<file path="config.mk">
export PLATFORM = sky130hd
export DESIGN_NAME = seq_multiplier_32bit
export DESIGN_NICKNAME = d
export VERILOG_FILES = /design/src/rtl/seq_multiplier_32bit_pkg.sv /design/src/rtl/seq_multiplier_32bit_adder_33bit.sv /design/src/rtl/seq_multiplier_32bit.sv
export SDC_FILE = /design/constraint.sdc
export NUM_CORES = 1
export LEC_CHECK = 0
export BUFFER_PORTS_ARGS = -buffer_cell sky130_fd_sc_hd__buf_2
export CAP_MARGIN = 10
export CORE_ASPECT_RATIO = 1.5
export CORE_MARGIN = 2
export CORE_UTILIZATION = 62
export CTS_BUF_LIST = sky130_fd_sc_hd__clkbuf_4 sky130_fd_sc_hd__clkbuf_8
export DETAILED_ROUTE_END_ITERATION = 12
export GPL_TIMING_DRIVEN = 0
export PLACE_DENSITY = 0.84
export SKIP_CTS_REPAIR_TIMING = 1
export SLEW_MARGIN = 20
export SYNTH_ARGS = -nofsm -noshare
export SYNTH_HDL_FRONTEND = slang
export SYNTH_HIERARCHICAL = 1
export SYNTH_SLANG_ARGS = --single-unit
</file>
<file path="constraint.sdc">
create_clock -name clock -period 12.8 [get_ports clock]
set_input_delay 2.56 -clock clock [delete_from_list [all_inputs] [get_ports clock]]
set_output_delay 2.56 -clock clock [all_outputs]
set_load 0.01 [all_outputs]
</file>
<file path="src/rtl/seq_multiplier_32bit_pkg.sv">
// Shared types and constants for the 32x32 shift-add sequential multiplier.
// Also holds the operand-magnitude helper used at request acceptance.
package seq_multiplier_32bit_pkg;

   localparam int unsigned DATA_W     = 32;
   localparam int unsigned ITERATIONS = 32;
   localparam int unsigned CNT_W      = $clog2(ITERATIONS);

   typedef enum logic [1:0] {
      IDLE   = 2'd0,
      RUN    = 2'd1,
      FINISH = 2'd2
   } state_e;

   // Two's-complement -2^31 maps onto itself, which read as unsigned is exactly 2^31.
   function automatic logic [DATA_W-1:0] magnitude(input logic [DATA_W-1:0] value,
                                                   input logic              is_signed);
      logic [DATA_W-1:0] result;
      result = value;
      if (is_signed && value[DATA_W-1]) begin
         result = ~value + DATA_W'(1);
      end
      return result;
   endfunction

endpackage

</file>
<file path="src/rtl/seq_multiplier_32bit_adder_33bit.sv">
// Partial-product adder for one shift-add step: two 32-bit magnitudes summed
// into a 33-bit result so the carry can be shifted back into the accumulator.
module adder_33bit
   import seq_multiplier_32bit_pkg::*;
(
   input  logic [DATA_W-1:0] a_i,
   input  logic [DATA_W-1:0] b_i,
   output logic [DATA_W:0]   sum_o
);

   assign sum_o = {1'b0, a_i} + {1'b0, b_i};

endmodule

</file>
<file path="src/rtl/seq_multiplier_32bit.sv">
// 32x32 sequential multiplier: one shift-add step per cycle on operand magnitudes,
// sign applied to the 64-bit result on the final step.
module seq_multiplier_32bit
   import seq_multiplier_32bit_pkg::*;
(
   input  logic              clock,
   input  logic              reset,
   input  logic              start,
   input  logic              is_signed,
   input  logic [DATA_W-1:0] operand_a,
   input  logic [DATA_W-1:0] operand_b,
   output logic              busy,
   output logic              done,
   output logic [DATA_W-1:0] product_hi,
   output logic [DATA_W-1:0] product_lo
);

   state_e                state_q, state_d;
   logic [2*DATA_W-1:0]   acc_q, acc_d;
   logic [DATA_W-1:0]     mcand_q, mcand_d;
   logic                  sign_q, sign_d;
   logic [CNT_W-1:0]      cnt_q, cnt_d;
   logic [2*DATA_W-1:0]   prod_q, prod_d;

   logic [DATA_W:0]       partial_sum;
   logic [2*DATA_W-1:0]   acc_step;
   logic                  last_step;

   adder_33bit u_adder (
      .a_i   (acc_q[2*DATA_W-1:DATA_W]),
      .b_i   (acc_q[0] ? mcand_q : '0),
      .sum_o (partial_sum)
   );

   // The multiplier rides in the low half and is consumed LSB-first as the sum shifts in.
   assign acc_step  = {partial_sum, acc_q[DATA_W-1:1]};
   assign last_step = (cnt_q == CNT_W'(ITERATIONS - 1));

   // NOTE: every next-state signal gets its hold value first, so no path can infer a latch.
   always_comb begin
      state_d = state_q;
      acc_d   = acc_q;
      mcand_d = mcand_q;
      sign_d  = sign_q;
      cnt_d   = cnt_q;
      prod_d  = prod_q;

      case (state_q)
         IDLE, FINISH: begin
            state_d = IDLE;
            if (start) begin
               state_d = RUN;
               mcand_d = magnitude(operand_a, is_signed);
               acc_d   = {{DATA_W{1'b0}}, magnitude(operand_b, is_signed)};
               sign_d  = is_signed & (operand_a[DATA_W-1] ^ operand_b[DATA_W-1]);
               cnt_d   = '0;
            end
         end
         RUN: begin
            acc_d = acc_step;
            cnt_d = cnt_q + CNT_W'(1);
            if (last_step) begin
               state_d = FINISH;
               prod_d  = sign_q ? (~acc_step + 64'd1) : acc_step;
            end
         end
         default: state_d = IDLE;
      endcase
   end

   // NOTE: state registers use non-blocking assignments so every flop samples pre-edge values.
   always_ff @(posedge clock) begin
      if (reset) begin
         state_q <= IDLE;
         acc_q   <= '0;
         mcand_q <= '0;
         sign_q  <= 1'b0;
         cnt_q   <= '0;
         prod_q  <= '0;
      end else begin
         state_q <= state_d;
         acc_q   <= acc_d;
         mcand_q <= mcand_d;
         sign_q  <= sign_d;
         cnt_q   <= cnt_d;
         prod_q  <= prod_d;
      end
   end

   assign busy       = (state_q == RUN);
   assign done       = (state_q == FINISH);
   assign product_hi = prod_q[2*DATA_W-1:DATA_W];
   assign product_lo = prod_q[DATA_W-1:0];

endmodule

</file>
==> results of run 1 <==
[layout make-up]
class                   count  share of cell area (%)
well taps                 213                    2.21
inverters                  16                   0.497
repair buffers            132                    5.47
clock buffers              19                    2.11
multi-input cells        1064                    57.8
clock inverters            13                   0.829
plain buffers              93                    3.20
flip-flops and latches    168                    27.9
[through the flow]
stage,hold slack (ps),worst slack [ps],util (%)
6_report,455,7790,70.2
5_1_grt,482,7550,70.2
4_1_cts,460,7850,70.2
2_1_floorplan,417,8290,-
3_5_place_dp,438,7860,68.1
3_3_place_gp,433,7870,68.1
[path summary, 6_finish.rpt]
kind / endpoint / startpoint / depth (start not counted) / slack [ps]
setup / recovery: prod_q[62] / acc_q[0] / 15 / 7790
hold / removal: mcand_q[26] / mcand_q[26] / 2 / 460
setup reg to reg: prod_q[62] / acc_q[0] / 15 / 7790
hold reg to reg: mcand_q[26] / mcand_q[26] / 2 / 460
[synthesized netlist by cell type, drive strengths merged, types with 32 or more instances]
library cell  instances  share of area [%]
nor2                172                6.0
dfxtp               168                 31
xor2                 91                7.4
a21oi                84                3.9
a211oi               83                5.9
clkbuf               80                2.9
nand2                66                2.3
a22oi                65                4.5
o21ai                47                2.2
and2                 38                2.2
ha                   37                4.3
xnor2                37                3.0
nor3                 32                1.5
o22ai                32                1.9
[power by group]
group | total, mW | internal (mW) | switching (mW)
sequential | 0.563 | 0.541 | 0.0218
combinational | 0.229 | 0.0789 | 0.150
clock | 0.354 | 0.143 | 0.211
[registers in the layout, indices dropped and copies added (netlist names)]
signal and cells:
state_q 2, mcand_q 32, sign_q 1, cnt_q 5, acc_q 64, prod_q 64
[layer usage]
metal / part of all wire, % / wire length [um] / vias to the layer above / GRT usage, %
met5: 0.031 / 11 / - / 0
met4: 8.2 / 2920 / 2 / 28.5
met3: 6.1 / 2160 / 186 / 6.61
met2: 51 / 18100 / 514 / 69.8
met1: 35 / 12500 / 5208 / 38.1
li1: - / - / 5279 / -
[critical path: stages, from the launching register on]
cell and delay [ps]:
dfxtp_1 440, clkbuf_1 230, and2_1 240, fa_1 460, a211oi_1 390, o211ai_1 210
a21oi_1 370, nor3_1 170, or2_1 270, o311a_1 440, or4_1 600, nor3_1 290
nand3_1 120, o41ai_1 310, xor2_1 110, a211oi_1 250
[cells by family (layout without fill, tap and decap cells)]
logic type,Yosys count,in the layout,synth area share (%)
simple gates,454,454,20.9
compound gates,427,427,27.4
flops,168,168,31.2
xor+xnor,128,128,10.4
buf+inv,109,273,4.14
fa+ha+maj,38,38,4.48
mux,17,17,1.59
==> metrics.sh, run 1 <==
NUMPORTBUFFERS=132
FINAL_AREA_MM2=0.0121
CTS_MAX_LEVEL=4
FP.COREAREA_MM2=0.0172
INITIAL_CORE_UTIL_PCT=62.7
GR-TOTAL-OVERFLOW=0
LAYOUT-DRIVE-GT1-SHARE_PCT=13.0
FINCLKSKEW_PS=13.3
IOPINCOUNT=134
TOTALNEGATIVESETUPSLACK_PS=0
VIAS_IN_THE_FIRST_GLOBAL_ROUTE=10700
FINAL_NET_COUNT=1598
SYNTH_NET_COUNT=1447
CTSLONGESTPATHBUFFERS=2
MAXCLOCKFREQUENCY_MHz=200
INSERTED_DIODES=0
FINISH.CELL_COUNT_WITHOUT_FILLERS=1718
GRT_SETUP_UNREPAIRED='no'
GRT_TOTAL_USAGE_PCT=37.9
SETUP-VIOLATIONS-FINAL=0
SEQUENTIAL_CELL_AREA_MM2=0.00336
YOSYS_REGISTER_BITS=168
CELLLEAKAGEPOWER_nW=4.81
SYNTH-ASYNC-RESET-RATIO_PCT=0
LEADING_CELL_TYPE_IN_THE_LAYOUT_FILL_AND_TAPS_EXCLUDED='nor2_1'
ROUTED-VIA-COUNT=11200
DETAILEDPLACEMENTHPWL_MM=28.0
MULTIINPUTGATEAREA_MM2=0.00698
POST_SYNTH.CELL_AREA_AVG_UM2=8.05
ANT_NETS=0
DIEHEIGHT_UM=166
TIMING.MAX_SLEW.REL_SLACK_PCT=25.7
P_PER_AREA_mW_PER_MM2=95.0
FINAL_MAX_SLEW_VIOL_COUNT=0
WORSTMARGINPINSLEW_PS=1100
CLK_PIN_SLEW_PS=90
WIRELENGTH_MM=35.7
SYNTH_EDF_COUNT=0
GRT_PASS1_WL_MM=54.8
DRT-INITIAL-DRC-COUNT=891
PLACED_AREA_MM2=0.0117
YS.FLOP_TYPE='dfxtp_1'
GP_CONGESTION=1.03
FILLER_CELL_COUNT=1498
LAYOUT_WORST_PATH_CYCLE_SHARE_PCT=39.1
AREA.GROWTH.SYNTH_TO_FINAL_PCT=11.9
CLOCK_LATENCY_ON_THE_WORST_SKEW_PAIR_PS=490
TIMING.CRITICAL_PATH.TO_TYPE='register'
CRIT_TYPE='register to register'
CTS.SINKS=168
IR_WORST_VDD_mV=0.103
POWER_mW=1.15
YS.WARNINGS.COUNT=6
DIE_W_UM=112
CLOCKROOTBUFFER='clkbuf_8'
TRITONCTS_CLOCK_TREE='done'
PIN_COUNT_OF_THE_BIGGEST_NET_ENTERING_GLOBAL_ROUTING=17
YS_SEQ_AREA_SHARE_PCT=31.2
YOSYS.CELL_TYPES.COUNT=79
ROW_COUNT=59
SYNTH_AREA_MM2=0.0108
CTS_INSERTED_BUFFERS=17
DRV.MAX_CAP_VIOLATION_COUNT=0
WORSTPATHMAXFANOUT=10
DETAIL_ROUTE.FIRST_PASS.ITERATIONS=8
CRITPATHLAUNCHTYPE='register'
STATUS='finished, final reports clean'
DRT-WIRELENGTH-PER-CELL_UM=20.8
DESIGN.DIE.AREA_MM2=0.0185
CP.ARRIVAL_PS=5410
ANTENNA_FOUND_INITIAL=1
CP_DATA_REQUIRED_TIME_PS=13200
PLACED_CELLS=1686
POST_LAYOUT_MIN_PERIOD_PS=5010
DRCVIOLATIONCOUNT=0
MIN-DELAY-PATH-CLASS='register to register'
SYNTHESIS.INSTANCES=1341
LAYOUT.CELLS.MOST_COMMON_LIST='nor2_1, dfxtp_1, buf_2'
FINAL_HOLD_VIOLATING_ENDPOINTS=0
DRT-VIAS-PER-INSTANCE=6.51
Power figures use the tool's default switching activity.
==> run 2, diff against run 1 <==
- CORE_UTILIZATION: 62 -> 55
- PLACE_DENSITY: 0.84 -> 0.79
- clock period: 12.8 -> 4.3 ns (I/O delays scaled with it)
==> run 2 against run 1 <==
  * First-iteration DRC count up 19%
  * Die area is 12% higher
  * Flip-flop and latch count is the same
  * Cell count rose by 3.4%
  * Non-clock buffer count increased by 17
  * Register-to-register slack got worse by 7800 ps
  * Routed wire length increased by 1.6%
  * Clock power increased to 3.4 times the previous value
==> metrics.sh, run 2 (synthesized netlist as in run 1, its figures left out) <==
CRITICAL_PATH.SLOWEST_CELL='or4_4'
HOLD-WORST-SLACK_PS=459
STATUS='finished, final reports clean'
ROUTED-VIA-COUNT=11400
IOPINCOUNT=134
CRIT-REG2REG-LAUNCH='acc_q[0]'
SETUP-VIOLATIONS-FINAL=0
CP_DATA_REQUIRED_TIME_PS=4640
LAYOUT-DRIVE-GT1-SHARE_PCT=18.5
DETAILEDPLACEMENTHPWL_MM=27.7
CP.ARRIVAL_PS=4640
LAYOUT_WORST_PATH_CYCLE_SHARE_PCT=100
DETAIL_ROUTE.FIRST_PASS.ITERATIONS=8
REGISTER_TO_REGISTER_PATH_SETUP_SLACK_PS=1
WORSTPATHBUFFERINVERTERCOUNT=1
PIN_COUNT_OF_THE_BIGGEST_NET_ENTERING_GLOBAL_ROUTING=17
POST_LAYOUT_MIN_PERIOD_PS=4300
GRT_SETUP_UNREPAIRED='yes'
FP.COREAREA_MM2=0.0192
VIAS_IN_THE_FIRST_GLOBAL_ROUTE=10500
WIRELENGTH_MM=36.2
DESIGN.DIE.AREA_MM2=0.0208
GRT_TOTAL_USAGE_PCT=33.2
CTSLONGESTPATHBUFFERS=2
POWER_mW=3.57
IR_WORST_VDD_mV=0.201
INSERTED_DIODES=0
AREA.GROWTH.SYNTH_TO_FINAL_PCT=18.2
FILLER_CELL_COUNT=1744
ROW_COUNT=62
FINAL_AREA_MM2=0.0128
GP_CONGESTION=0.975
CTS.SINKS=168
DRT-VIAS-PER-INSTANCE=6.41
DRT-INITIAL-DRC-COUNT=1056
DRT-WIRELENGTH-PER-CELL_UM=20.4
CLK_PIN_SLEW_PS=90
WORSTSETUPENDPOINT='prod_q[59]'
DIEHEIGHT_UM=176
FINISH.CELL_COUNT_WITHOUT_FILLERS=1777
CLOCK_LATENCY_ON_THE_WORST_SKEW_PAIR_PS=490
FINAL_NET_COUNT=1615
DIE_W_UM=118
DRV.MAX_CAP_VIOLATION_COUNT=0
WORSTPATHCELLLIST='buf_6, and2_4, ha_1, a21oi_1, nand4b_1, a2111o_1, a21oi_2, a21boi_2, xnor2_2, or4_4, nor2_1, nand3b_1, nor4_1, mux2i_1, o22ai_1'
LAYOUT.CELLS.MOST_COMMON_LIST='nor2_1, dfxtp_1, buf_2'
CTS_MAX_LEVEL=4
CLOCKROOTBUFFER='clkbuf_8'
ANTENNA_FOUND_INITIAL=0
FINCLKSKEW_PS=12.1
WORST_PATH_LARGEST_CELL_DELAY_PS=570
WORSTMARGINPINSLEW_PS=1130
FINAL_HOLD_VIOLATING_ENDPOINTS=0
GR-TOTAL-OVERFLOW=0
PLACED_AREA_MM2=0.0118
NUMPORTBUFFERS=132
P_PER_AREA_mW_PER_MM2=280
TOTALNEGATIVESETUPSLACK_PS=0
TRITONCTS_CLOCK_TREE='done'
CTS_INSERTED_BUFFERS=17
CRITPATHLAUNCHTYPE='register'
LEADING_CELL_TYPE_IN_THE_LAYOUT_FILL_AND_TAPS_EXCLUDED='nor2_1'
PLACED_CELLS=1729
FINAL_MAX_SLEW_VIOL_COUNT=0
WORST_HOLD_PATH.NUM_CELLS=2
INITIAL_CORE_UTIL_PCT=56.3
CELLLEAKAGEPOWER_nW=5.01
DRCVIOLATIONCOUNT=0
WORSTPATHMAXFANOUT=10
MAXCLOCKFREQUENCY_MHz=233
LAYOUT_TOP_REGISTERS='acc_q: 64 flops, prod_q: 64 flops, mcand_q: 32 flops'
STAGES_ON_WORST_SETUP_PATH=15
CRIT_FAMILY='simple AND/OR/NAND/NOR gates'
TIMING.CRITICAL_PATH.TO_TYPE='register'
GRT_PASS1_WL_MM=54.3
STARTPOINT='acc_q[0]'
REG2REG_DEPTH=15
MIN-DELAY-PATH-CLASS='register to register'
TIMING.MAX_SLEW.REL_SLACK_PCT=24.1
ANT_NETS=0
CRIT_TYPE='register to register'
RR_ENDPOINT='prod_q[59]'
## run 2: cell types whose count changed in the layout (fill, tap and decap cells not counted), sizes merged
cell      change
buf          +20
bufinv        +2
clkbuf        +2
clkinv        -5
clkinvlp      -1
inv           -2
## run 2: metal layers
| layer | vias up | GRT usage (%) | routed length [um] |
|---|---|---|---|
| li1 | 5297 | - | - |
| met1 | 5315 | 34.2 | 12600 |
| met2 | 603 | 61.5 | 18500 |
| met3 | 180 | 4.90 | 2430 |
| met4 | 0 | 22.3 | 2650 |
| met5 | - | 0 | 0 |
## run 2: where the power goes
group / total, mW / internal [mW] / leakage, nW / switching [mW]
Clock: 1.19 / 0.601 / 0.212 / 0.585
Combinational: 0.715 / 0.257 / 3.43 / 0.458
Sequential: 1.67 / 1.61 / 1.37 / 0.0617
## run 2: how the worst min path moves through the flow
stage,start,end,slack [ps]
floorplan,mcand_q[26],mcand_q[26],420
global placement,mcand_q[26],mcand_q[26],430
detailed placement,mcand_q[26],mcand_q[26],440
CTS,mcand_q[0],mcand_q[0],460
global route,mcand_q[0],mcand_q[0],500
finish,mcand_q[0],mcand_q[0],460
## run 2: area by class of cell
class | count | area, um^2 | area share [%]
Clock buffer | 24 | 318 | 2.49
Buffer | 91 | 394 | 3.09
Tap cell | 256 | 320 | 2.51
Sequential cell | 168 | 3370 | 26.4
Clock inverter | 7 | 91.3 | 0.716
Multi-Input combinational cell | 1064 | 7400 | 58.0
Inverter | 16 | 60.1 | 0.471
Timing Repair Buffer | 151 | 803 | 6.30
## run 2: per-stage QoR
stage               setup WS, ps  utilization, %
floorplan                    305               -
global placement            -558            61.4
detailed placement          -578            61.4
CTS                         -609            63.6
global route                -127            66.6
finish                      1.42            66.6
## run 2: worst register-to-register path, cell delays in order (launching register included)
cell	delay (ps)
dfxtp_4	400
buf_6	150
and2_4	180
ha_1	270
a21oi_1	90
nand4b_1	270
a2111o_1	510
a21oi_2	270
a21boi_2	120
xnor2_2	200
or4_4	570
nor2_1	210
nand3b_1	250
nor4_1	320
mux2i_1	230
o22ai_1	100
